--- config.mk ---
export PLATFORM = sky130hd
export DESIGN_NAME = sum_seq_stream
export DESIGN_NICKNAME = d
export VERILOG_FILES = /design/src/rtl/sum_seq_stream.sv
export SDC_FILE = /design/constraint.sdc
export NUM_CORES = 1
export LEC_CHECK = 0
export ABC_AREA = 1
export CORE_MARGIN = 2
export CORE_UTILIZATION = 31
export CTS_BUF_LIST = sky130_fd_sc_hd__clkbuf_8
export DETAILED_ROUTE_END_ITERATION = 16
export GPL_ROUTABILITY_DRIVEN = 0
export SLEW_MARGIN = 20
export SYNTH_ARGS = -nofsm -noshare
export SYNTH_HDL_FRONTEND = slang
export SYNTH_SLANG_ARGS = --single-unit
--- constraint.sdc ---
create_clock -name clk -period 2.1 [get_ports clk]
set_input_delay 0.21 -clock clk [delete_from_list [all_inputs] [get_ports clk]]
set_output_delay 0.21 -clock clk [all_outputs]
set_load 0.01 [all_outputs]
--- src/rtl/sum_seq_stream.sv ---
// sum_seq_stream: accumulates N_OPS unsigned operands per block from a valid/ready stream and emits the sum.
// Define SUM_SEQ_AVG_EN to add the truncated-mean output out_avg.
module sum_seq_stream #(
  parameter int N_OPS = 8,
  parameter int W_IN  = 4,
  parameter int W_SUM = 7
) (
  input  logic                    clk,
  input  logic                    rst_n,
  input  logic                    clr,
  input  logic                    in_valid,
  output logic                    in_ready,
  input  logic [W_IN-1:0]         in_data,
  output logic                    out_valid,
  input  logic                    out_ready,
  output logic [W_SUM-1:0]        out_sum,
`ifdef SUM_SEQ_AVG_EN
  output logic [W_IN-1:0]         out_avg,
`endif
  output logic [$clog2(N_OPS):0]  op_cnt
);
  localparam int LG = $clog2(N_OPS);
  localparam logic [LG:0] LAST = (LG+1)'(N_OPS - 1);
  typedef enum logic {ACC, DONE} state_t;
  state_t state, state_nxt;
  logic live, in_beat, last;
  logic [W_SUM-1:0] acc, sum;
  assign in_beat = in_valid && in_ready;
  assign last = op_cnt == LAST;
  assign sum = acc + W_SUM'(in_data);
  always_ff @(posedge clk or negedge rst_n)
    if (!rst_n) state <= ACC;
    else state <= state_nxt;
  always_comb
    state_nxt = clr ? ACC
              : (in_beat && last) ? DONE
              : (state == DONE && out_ready) ? ACC
              : state;
  // live holds in_ready low until the first edge after reset release
  always_comb begin
    in_ready  = state == ACC && live;
    out_valid = state == DONE;
  end
  always_ff @(posedge clk or negedge rst_n)
    if (!rst_n) begin
      live    <= 1'b0;
      acc     <= '0;
      op_cnt  <= '0;
      out_sum <= '0;
`ifdef SUM_SEQ_AVG_EN
      out_avg <= '0;
`endif
    end else begin
      live <= 1'b1;
      if (clr) begin
        acc    <= '0;
        op_cnt <= '0;
      end else if (in_beat) begin
        acc    <= last ? '0 : sum;
        op_cnt <= last ? '0 : op_cnt + 1'b1;
        if (last) out_sum <= sum;
`ifdef SUM_SEQ_AVG_EN
        if (last) out_avg <= sum[W_SUM-1:LG];
`endif
      end
    end
endmodule

==> results.sh <==
export IMPL_ios=22
export IMPL_cts_root_buf="clkbuf_8"
export IMPL_die_width_um=62.7
export IMPL_cap_violations=0
export IMPL_synth_top_area_cell="dfrtp_1"
export IMPL_cts_resized=0
export IMPL_grt_pass1_vias=879
export IMPL_synth_cells=124
export IMPL_r2r_setup_slack_ps=340
export IMPL_area_delta_synth_final_pct=29.4
export IMPL_cts_buffers=3
export IMPL_grt_pass1_wl_um=3860
export IMPL_p_leak_nw=0.682
export IMPL_fin_ws_ps=337
export IMPL_final_max_slew_viol_count=0
export IMPL_place_ws_ps=77.9
export IMPL_synth_nets=139
export IMPL_clock_path_buffers=2
export IMPL_synth_top_area_share_pct=46.8
export IMPL_diodes=0
export IMPL_crit_fanout=4
export IMPL_crit_required_ps=2240
export IMPL_initial_core_util_pct=32.1
export IMPL_period_needed_ps=1760
export IMPL_dr_pass1_iters=4
export IMPL_synth_most_common_cell="nand2_1"
export IMPL_avgSynthCellArea_um2=8.63
export IMPL_fill_cells=363
export IMPL_die_y_um=62.7
export IMPL_dp_cells=190
export IMPL_drt_wl_total_um=2250
export IMPL_dp_hpwl_um=1690
export IMPL_synth_ff_type="dfrtp_1"
export IMPL_synth_edf_count=0
export IMPL_synth_area_leaders="dfrtp_1, nand2_1, nand3_1"
export IMPL_critPathArrivalTime_ps=1910
export IMPL_grt_ovfl_total=0
export IMPL_clock_latency_ps=250
export IMPL_post_cts_buffers=0
export IMPL_fin_setup_tns_ps=0
export IMPL_hold_viol=0
export IMPL_dr_total_vias=867
export IMPL_clkTransAtPathRegs_ps=80
export IMPL_worst_hold_path_type="input port to asynchronous set/reset pin"
export IMPL_critPathCaptureType="flip-flop"
export IMPL_setup_viol=0
export IMPL_clkPwrFrac_pct=36.3
export IMPL_sequentialPowerShare_pct=50.6
export IMPL_synth_seq_cells=20
export IMPL_grt_setup_unrepaired="false"
export IMPL_htreeDepth=1
export IMPL_drive_above_1_share_pct=11.5
export IMPL_power_density_nw_per_um2=578
export IMPL_die_area_um2=3940
export IMPL_worst_setup_path_start_kind="flip-flop"
export IMPL_status="complete, no violations"
export IMPL_finalNetCount=164
export IMPL_synthTopCellsByCount="nand2_1, dfrtp_1, nand3_1"
export IMPL_fmax_mhz=567
export IMPL_coreArea_um2=3340
export IMPL_grt_max_degree=21
export IMPL_first_iter_violations=25
export IMPL_yosysWarnings=0
export IMPL_portBuffers=21
export IMPL_antenna_left=0
export IMPL_fin_crit_sh_pct=84.0
export IMPL_ctsHoldBuffers=0
export IMPL_p_sw_share_pct=23.8
export IMPL_final_cells=194
export IMPL_crit_type="flip-flop to flip-flop"
export IMPL_cts_tree="yes"
export IMPL_wl_per_cell_um=11.6
export IMPL_viasPerCell=4.47
export IMPL_async_reset_ff_share_pct=100
export IMPL_grt_usage_pct=12.3
export IMPL_synth_seq_area_share_pct=46.8
export IMPL_drc_errors=0
export IMPL_antenna_found_initial=0
export IMPL_num_rows=21
export IMPL_p_switching_w=0.000190
export IMPL_combPwrFrac_pct=13.1
export IMPL_cts_sinks=20
export IMPL_post_synth_num_cell_types=22
export IMPL_max_vdd_ir_drop_uv=193
export IMPL_p_int_w=0.000609
export IMPL_netlist_area_um2=1070
export IMPL_power_w=0.000799
export IMPL_skew_ps=4.18
[cells by family (layout without fill, tap and decap cells)]
family                     count (synthesis)  in the layout  share of synthesized area [%]
AOI/OAI and AO/OA                         12             12                           6.78
other                                      1              1                          0.351
DFF                                       20             20                           46.8
xor gates and xnor gates                   3              3                           2.46
and+or+nand+nor                           66             66                           29.5
adders and majority gates                  6              6                           7.72
buffers and inverters                     16             40                           6.43
[layout by cell type (no fill, tap or decap), drive strengths merged]
cell type      count
ha                 5
o21ai             10
nand3             16
nand4              1
o22ai              1
a21oi              1
nand2             43
fa                 1
conb               1
xor2               1
inv               14
clkdlybuf4s50     21
buf                1
xnor2              2
dfrtp             20
or2                2
nor2               4
clkbuf             4
[per-layer routing]
layer | up-vias | global-route usage, % | share of wire [%]
met4 | 0 | 4.17 | 0.85
met1 | 407 | 15.7 | 46
li1 | 439 | - | -
met5 | - | 0 | 0
met3 | 2 | 2.70 | 4.3
met2 | 19 | 20.6 | 49
[power by group through the flow]
stage	sequential (W)	clock [W]	combinational [W]
6_report	0.000404	0.000290	0.000105
5_1_grt	0.000406	0.000327	0.000118
4_1_cts	0.000404	0.000298	0.000106
3_5_place_dp	0.000412	0	0.000105
3_3_place_gp	0.000411	0	0.000102
2_1_floorplan	0.000412	0	0.0000555
[per-stage QoR]
step	util [%]	hold WS, ps	instance area, um^2
finish	41.5	287	1380
global route	41.5	304	1380
CTS	41.5	300	1380
detailed placement	39.8	468	1330
global placement	39.8	468	1330
floorplan	-	-85.6	1070
[worst paths after layout]
path / startpoint / end / cells past startpoint
worst max-delay path: acc[0]$_DFFE_PN0P_ / out_sum[4]$_DFFE_PN0P_ / 7
worst min-delay path: rst_n / op_cnt[2]$_DFFE_PN0P_ / 2
worst max register to register: acc[0]$_DFFE_PN0P_ / out_sum[4]$_DFFE_PN0P_ / 7
worst min register to register: acc[3]$_DFFE_PN0P_ / acc[3]$_DFFE_PN0P_ / 2
max in group asynchronous: rst_n / out_sum[2]$_DFFE_PN0P_ / 2
min in group clk: acc[3]$_DFFE_PN0P_ / acc[3]$_DFFE_PN0P_ / 2
[critical path, stage by stage, from the launching register on]
cell     delay (ps)
dfrtp_1         390
ha_1            230
fa_1            410
nand3_1         100
nand2_1         100
or2_2           310
nand3_1          70
nand2_1          50
[cell type report]
| type | instances | area [um^2] | share of cell area (%) |
|---|---|---|---|
| clock buffer | 4 | 55.1 | 3.98 |
| inverter | 14 | 52.6 | 3.80 |
| multi-input combinational | 88 | 500 | 36.2 |
| sequential | 20 | 500 | 36.2 |
| tap | 46 | 57.6 | 4.16 |
| timing repair buffer | 22 | 218 | 15.7 |
[registers in the layout, indices dropped and copies added, names as in the netlist]
signal,count
acc,7
live,1
op_cnt,4
out_sum,7
out_valid,1
Note: power is estimated with default switching activity, not from simulation.
